[config.mk]
export PLATFORM = sky130hd
export DESIGN_NAME = picorv32_pcpi_arb
export DESIGN_NICKNAME = d
export VERILOG_FILES = /design/src/rtl/picorv32_pcpi_arb.sv
export SDC_FILE = /design/constraint.sdc
export NUM_CORES = 1
export LEC_CHECK = 0
export BUFFER_PORTS_ARGS = -buffer_cell sky130_fd_sc_hd__buf_4
export CAP_MARGIN = 5
export CORE_AREA = 2 2 190 192
export DETAILED_ROUTE_END_ITERATION = 7
export DIE_AREA = 0 0 192 194
export PLACE_DENSITY = 0.57
export SLEW_MARGIN = 20
export SYNTH_ARGS = -nofsm -noshare
export SYNTH_HDL_FRONTEND = slang
export SYNTH_SLANG_ARGS = --single-unit
[constraint.sdc]
create_clock -name clk -period 4 [get_ports clk]
set_clock_uncertainty 0.05 [all_clocks]
set_input_delay 0.6 -clock clk [delete_from_list [all_inputs] [get_ports clk]]
set_output_delay 0.6 -clock clk [all_outputs]
set_load 0.02 [all_outputs]
[src/rtl/picorv32_pcpi_arb.sv]
// picorv32_pcpi_arb: registered PCPI dispatcher steering M-extension requests to a multiplier or divider.
// Optional perf counters are built only when PICORV32_PCPI_ARB_PERF_EN is defined.
module picorv32_pcpi_arb #(
  parameter int TIMEOUT = 64,
  parameter int CNT_W   = 32
) (
  input  logic             clk,
  input  logic             resetn,
  input  logic             pcpi_valid,
  input  logic [31:0]      pcpi_insn,
  input  logic [31:0]      pcpi_rs1,
  input  logic [31:0]      pcpi_rs2,
  output logic             pcpi_wr,
  output logic [31:0]      pcpi_rd,
  output logic             pcpi_wait,
  output logic             pcpi_ready,
  output logic             mul_valid,
  output logic [31:0]      mul_insn,
  output logic [31:0]      mul_rs1,
  output logic [31:0]      mul_rs2,
  input  logic             mul_wr,
  input  logic [31:0]      mul_rd,
  input  logic             mul_ready,
  output logic             div_valid,
  output logic [31:0]      div_insn,
  output logic [31:0]      div_rs1,
  output logic [31:0]      div_rs2,
  input  logic             div_wr,
  input  logic [31:0]      div_rd,
  input  logic             div_ready,
  output logic             timeout_err,
  output logic [CNT_W-1:0] cnt_mul,
  output logic [CNT_W-1:0] cnt_div,
  output logic [CNT_W-1:0] cnt_stall
);
  typedef enum logic [1:0] {IDLE, BUSY, RESP} state_t;
  state_t      r_state, w_next;
  logic [31:0] r_insn, r_rs1, r_rs2, r_rd;
  logic [15:0] r_cnt;
  logic        r_sel, r_wr, r_rearm, r_terr;
  logic        w_match, w_accept, w_sel_ready, w_done, w_tout;
  assign w_match     = pcpi_insn[6:0] == 7'b0110011 && pcpi_insn[31:25] == 7'b0000001;
  assign w_accept    = r_state == IDLE && pcpi_valid && w_match && r_rearm;
  assign w_sel_ready = r_sel ? div_ready : mul_ready;
  assign w_done      = r_state == BUSY && pcpi_valid && w_sel_ready;
  assign w_tout      = r_state == BUSY && pcpi_valid && !w_sel_ready && r_cnt == 16'(TIMEOUT - 1);
  assign mul_insn    = r_insn;
  assign mul_rs1     = r_rs1;
  assign mul_rs2     = r_rs2;
  assign div_insn    = r_insn;
  assign div_rs1     = r_rs1;
  assign div_rs2     = r_rs2;
  assign timeout_err = r_terr;
  // state register
  always_ff @(posedge clk or negedge resetn)
    if (!resetn) r_state <= IDLE;
    else r_state <= w_next;
  // next state and state-decoded handshake outputs; abort beats ready, ready beats timeout
  always_comb begin
    w_next     = r_state;
    mul_valid  = 1'b0;
    div_valid  = 1'b0;
    pcpi_wait  = 1'b0;
    pcpi_ready = 1'b0;
    pcpi_wr    = 1'b0;
    pcpi_rd    = '0;
    case (r_state)
      IDLE: w_next = w_accept ? BUSY : IDLE;
      BUSY: begin
        mul_valid = !r_sel;
        div_valid = r_sel;
        pcpi_wait = 1'b1;
        w_next    = !pcpi_valid ? IDLE : (w_sel_ready || w_tout) ? RESP : BUSY;
      end
      RESP: begin
        pcpi_ready = 1'b1;
        pcpi_wr    = r_wr;
        pcpi_rd    = r_rd;
        w_next     = IDLE;
      end
      default: w_next = IDLE;
    endcase
  end
  // request capture, busy-cycle counter, response latch, sticky timeout and re-arm flag
  always_ff @(posedge clk or negedge resetn)
    if (!resetn) begin
      r_insn  <= '0;
      r_rs1   <= '0;
      r_rs2   <= '0;
      r_sel   <= 1'b0;
      r_cnt   <= '0;
      r_wr    <= 1'b0;
      r_rd    <= '0;
      r_terr  <= 1'b0;
      r_rearm <= 1'b1;
    end else begin
      if (w_accept) begin
        r_insn <= pcpi_insn;
        r_rs1  <= pcpi_rs1;
        r_rs2  <= pcpi_rs2;
        r_sel  <= pcpi_insn[14];
      end
      r_cnt <= (r_state == BUSY && w_next == BUSY) ? r_cnt + 16'd1 : '0;
      if (w_done) begin
        r_wr <= r_sel ? div_wr : mul_wr;
        r_rd <= r_sel ? div_rd : mul_rd;
      end else if (w_tout) begin
        r_wr   <= 1'b0;
        r_rd   <= '0;
        r_terr <= 1'b1;
      end
      r_rearm <= !pcpi_valid ? 1'b1 : r_state == RESP ? 1'b0 : r_rearm;
    end
`ifdef PICORV32_PCPI_ARB_PERF_EN
  logic [CNT_W-1:0] r_cnt_mul, r_cnt_div, r_cnt_stall;
  // dispatch and stall counters, wrapping naturally at 2^CNT_W
  always_ff @(posedge clk or negedge resetn)
    if (!resetn) begin
      r_cnt_mul   <= '0;
      r_cnt_div   <= '0;
      r_cnt_stall <= '0;
    end else begin
      if (w_accept && !pcpi_insn[14]) r_cnt_mul <= r_cnt_mul + 1'b1;
      if (w_accept && pcpi_insn[14]) r_cnt_div <= r_cnt_div + 1'b1;
      if (r_state == BUSY) r_cnt_stall <= r_cnt_stall + 1'b1;
    end
  assign cnt_mul   = r_cnt_mul;
  assign cnt_div   = r_cnt_div;
  assign cnt_stall = r_cnt_stall;
`else
  assign cnt_mul   = '0;
  assign cnt_div   = '0;
  assign cnt_stall = '0;
`endif
endmodule
==> qor.yml <==
run:
  drv_cap: 0
finish:
  nFillCells: 3638
  fin_cells: 1519
  drive_gt1_frac: 0.501
  area.growth.synth_to_final_pct: 36.9
  nNetsFinal: 1212
  postLayoutCoreUtil: 0.312
clock_tree:
  cts_made_buffers: 17
  cts-resized-gates: 0
  clk_pin_slew_worst_paths_ns: 0.07
  clk_latency_ns: 0.42
  cts_buffer_depth: 2
  cts_max_level: 4
  ctsRootBufferMaster: "clkbuf_16"
  post_cts_buffers: 0
  postCtsHoldBufs: 0
  cts_tree: "done"
  clock_sinks: 149
place:
  hpwlAfterDp_um: 17400
  gp_congestion: 0.728
  port_buffers: 396
  dpl_worst_slack_ns: 1.43
  dpl.cell_count: 1486
die:
  row_count: 69
  start_util: 0.228
  die-area_sq_um: 37200
  ios: 493
  die_h_um: 194
  dieWidth_um: 192
  coreArea_sq_um: 35200
routing:
  first_iter_violations: 150
  first_pass_iters: 4
  vias_per_cell: 3.97
  vias: 6023
  wl_um: 23100
  drc_errors: 0
  ant_nets: 0
  wl_per_cell_um: 15.2
sta:
  rsz0062_at_grt: "no"
  relSlewSlack: 0.495
  layout_setup_ws_ns: 1.06
  fin_crit_sh: 0.736
  tns_ns: 0
  hold_viol_final: 0
  worstMarginPinSlew_ns: 0.754
  setup_viol: 0
  period_needed_ns: 2.94
  timing.fmax_mhz: 340
  finalMaxSlewViolations: 0
power_and_ir_drop:
  power_leakage_nw: 5.66
  power_density_nw_per_um2: 305
  total_power_w: 0.00335
  ir_drop_mv: 0.266
worst_setup_path:
  worstPathCellList: "nor2b_2 -> buf_4 -> and2_1 -> buf_4"
  cpMostUsedCell: "buf_4"
  cp.arrival_ns: 2.29
  worstPathRequired_ns: 3.35
  end_kind: "primary output"
  startpoint_type: "flop"
  crit_path_max_fanout: 18
  critPathKind: "flop to primary output"
  crit_slowest_cell: "nor2b_2"
  slowest_delay_ns: 0.69
synthesis:
  syn_inst: 756
  ys_seq_elements: 149
  syn_area_per_cell_sq_um: 10.6
  synth_edf_count: 0
  synthDistinctLibCells: 37
  ys_warn_count: 0
  yosysSeqAreaShare: 0.464
  syn_area_sq_um: 8030
  async_flop_share: 1.00
  ys.flop_type: "dfrtp_1"
grt:
  grt_overflow: 0
  grt_use_total: 0.120
  antenna_found_initial: 1
  grt_pass1_vias: 5739
  grt_pass1_wl_um: 33900
  grt_start_max_net_pins: 98
run_status:
  outcome: "finished clean"
worst_hold_path:
  hp-class: "input port to asynchronous set/reset pin"
==> registers in the layout, summed over array words and instances, names as in the netlist <==
name	flops
r_cnt	16
div_insn	32
r_rd	32
timeout_err	1
r_rearm	1
r_wr	1
div_rs1	32
div_rs2	32
r_state	2
==> cell type report <==
cell class	count	area [sq um]	share of cell area
diodes	1	2.50	0.000228
clock buffers	18	439	0.0399
clock inverters	14	133	0.0121
inverters	3	11.3	0.00102
multi-input cells	470	3050	0.277
flip-flops and latches	149	3730	0.339
well taps	461	577	0.0524
repair buffers	403	3050	0.278
==> cells in the mapped netlist (all sizes together), types with 2 or more instances <==
cell / number / area [sq um]
buf: 213 / 1560
dfrtp: 148 / 3700
mux2: 82 / 923
nand2: 37 / 139
a21oi: 36 / 180
nor3: 36 / 180
o21ai: 35 / 175
and2: 34 / 213
mux2i: 34 / 340
nor2: 17 / 63.8
clkbuf: 16 / 60.1
nor2b: 13 / 81.3
nand3: 8 / 40.0
xnor2: 7 / 61.3
nand4: 6 / 37.5
or2: 6 / 37.5
nor4: 5 / 46.3
xor2: 5 / 43.8
inv: 3 / 11.3
a21o: 2 / 15.0
and3: 2 / 12.5
or4: 2 / 15.0
==> through the flow <==
stage / hold slack [ns] / cell area, sq um
CTS: 0.0785 / 11000
floorplan: 0.254 / 8390
global placement: 0.399 / 10400
finish: 0.0720 / 11000
global route: 0.103 / 11000
detailed placement: 0.400 / 10400
==> worst max-delay path: cells and delay by family, from the launching register on <==
| kind | cells | cell delay (ns) |
|---|---|---|
| buffers and inverters | 2 | 0.50 |
| AND/OR/NAND/NOR | 2 | 0.86 |
| flip-flops | 1 | 0.50 |
==> per-layer routing <==
layer,share of wire,vias to the layer above,routed length (um),track usage
met1,0.43,2903,9960,0.152
met5,0,-,0,0
li1,-,2840,-,-
met3,0.063,13,1450,0.0264
met2,0.50,267,11400,0.204
met4,0.010,0,242,0.0317
==> power breakdown <==
group	internal, W	switching, W
Clock	0.000843	0.000726
Combinational	0.000120	0.000158
Sequential	0.00151	0.00000115
Total	0.00247	0.000885
==> kinds of logic after synthesis <==
kind of cell,synth area share
other cells,0.000467
flops,0.464
simple gates,0.112
xor+xnor,0.0131
mux,0.157
buf+inv,0.203
fa+ha+maj,0.00156
compound gates,0.0481
==> cells in the final DEF (no fill, tap or decap), types with 6 or more instances in the layout <==
cell	synthesis	final
a21oi_1	36	36
mux2_2	81	81
nor2_1	17	16
or2_2	6	6
buf_4	195	400
and2_1	34	34
o21ai_0	34	34
nand3_1	8	8
dfrtp_1	148	147
conb_1	1	96
nor3_1	36	36
nand2_1	37	37
nor2b_1	13	12
nand4_1	6	6
xnor2_1	7	7
mux2i_1	34	33
clkbuf_16	0	17
==> path summary, 6_finish.rpt <==
| kind | from | to | slack, ns | cells past startpoint |
|---|---|---|---|---|
| min in group clk | pcpi_valid | r_rearm | 0.34 | 2 |
| max in group asynchronous | resetn | div_rs1[28] | 2.89 | 2 |
| hold reg to reg | timeout_err | timeout_err | 0.41 | 1 |
| setup / recovery | r_state[1] | pcpi_rd[27] | 1.06 | 4 |
| hold / removal | resetn | r_rd[1] | 0.07 | 1 |
| setup reg to reg | r_cnt[7] | r_rd[21] | 1.71 | 4 |
Power figures use the tool's default switching activity.
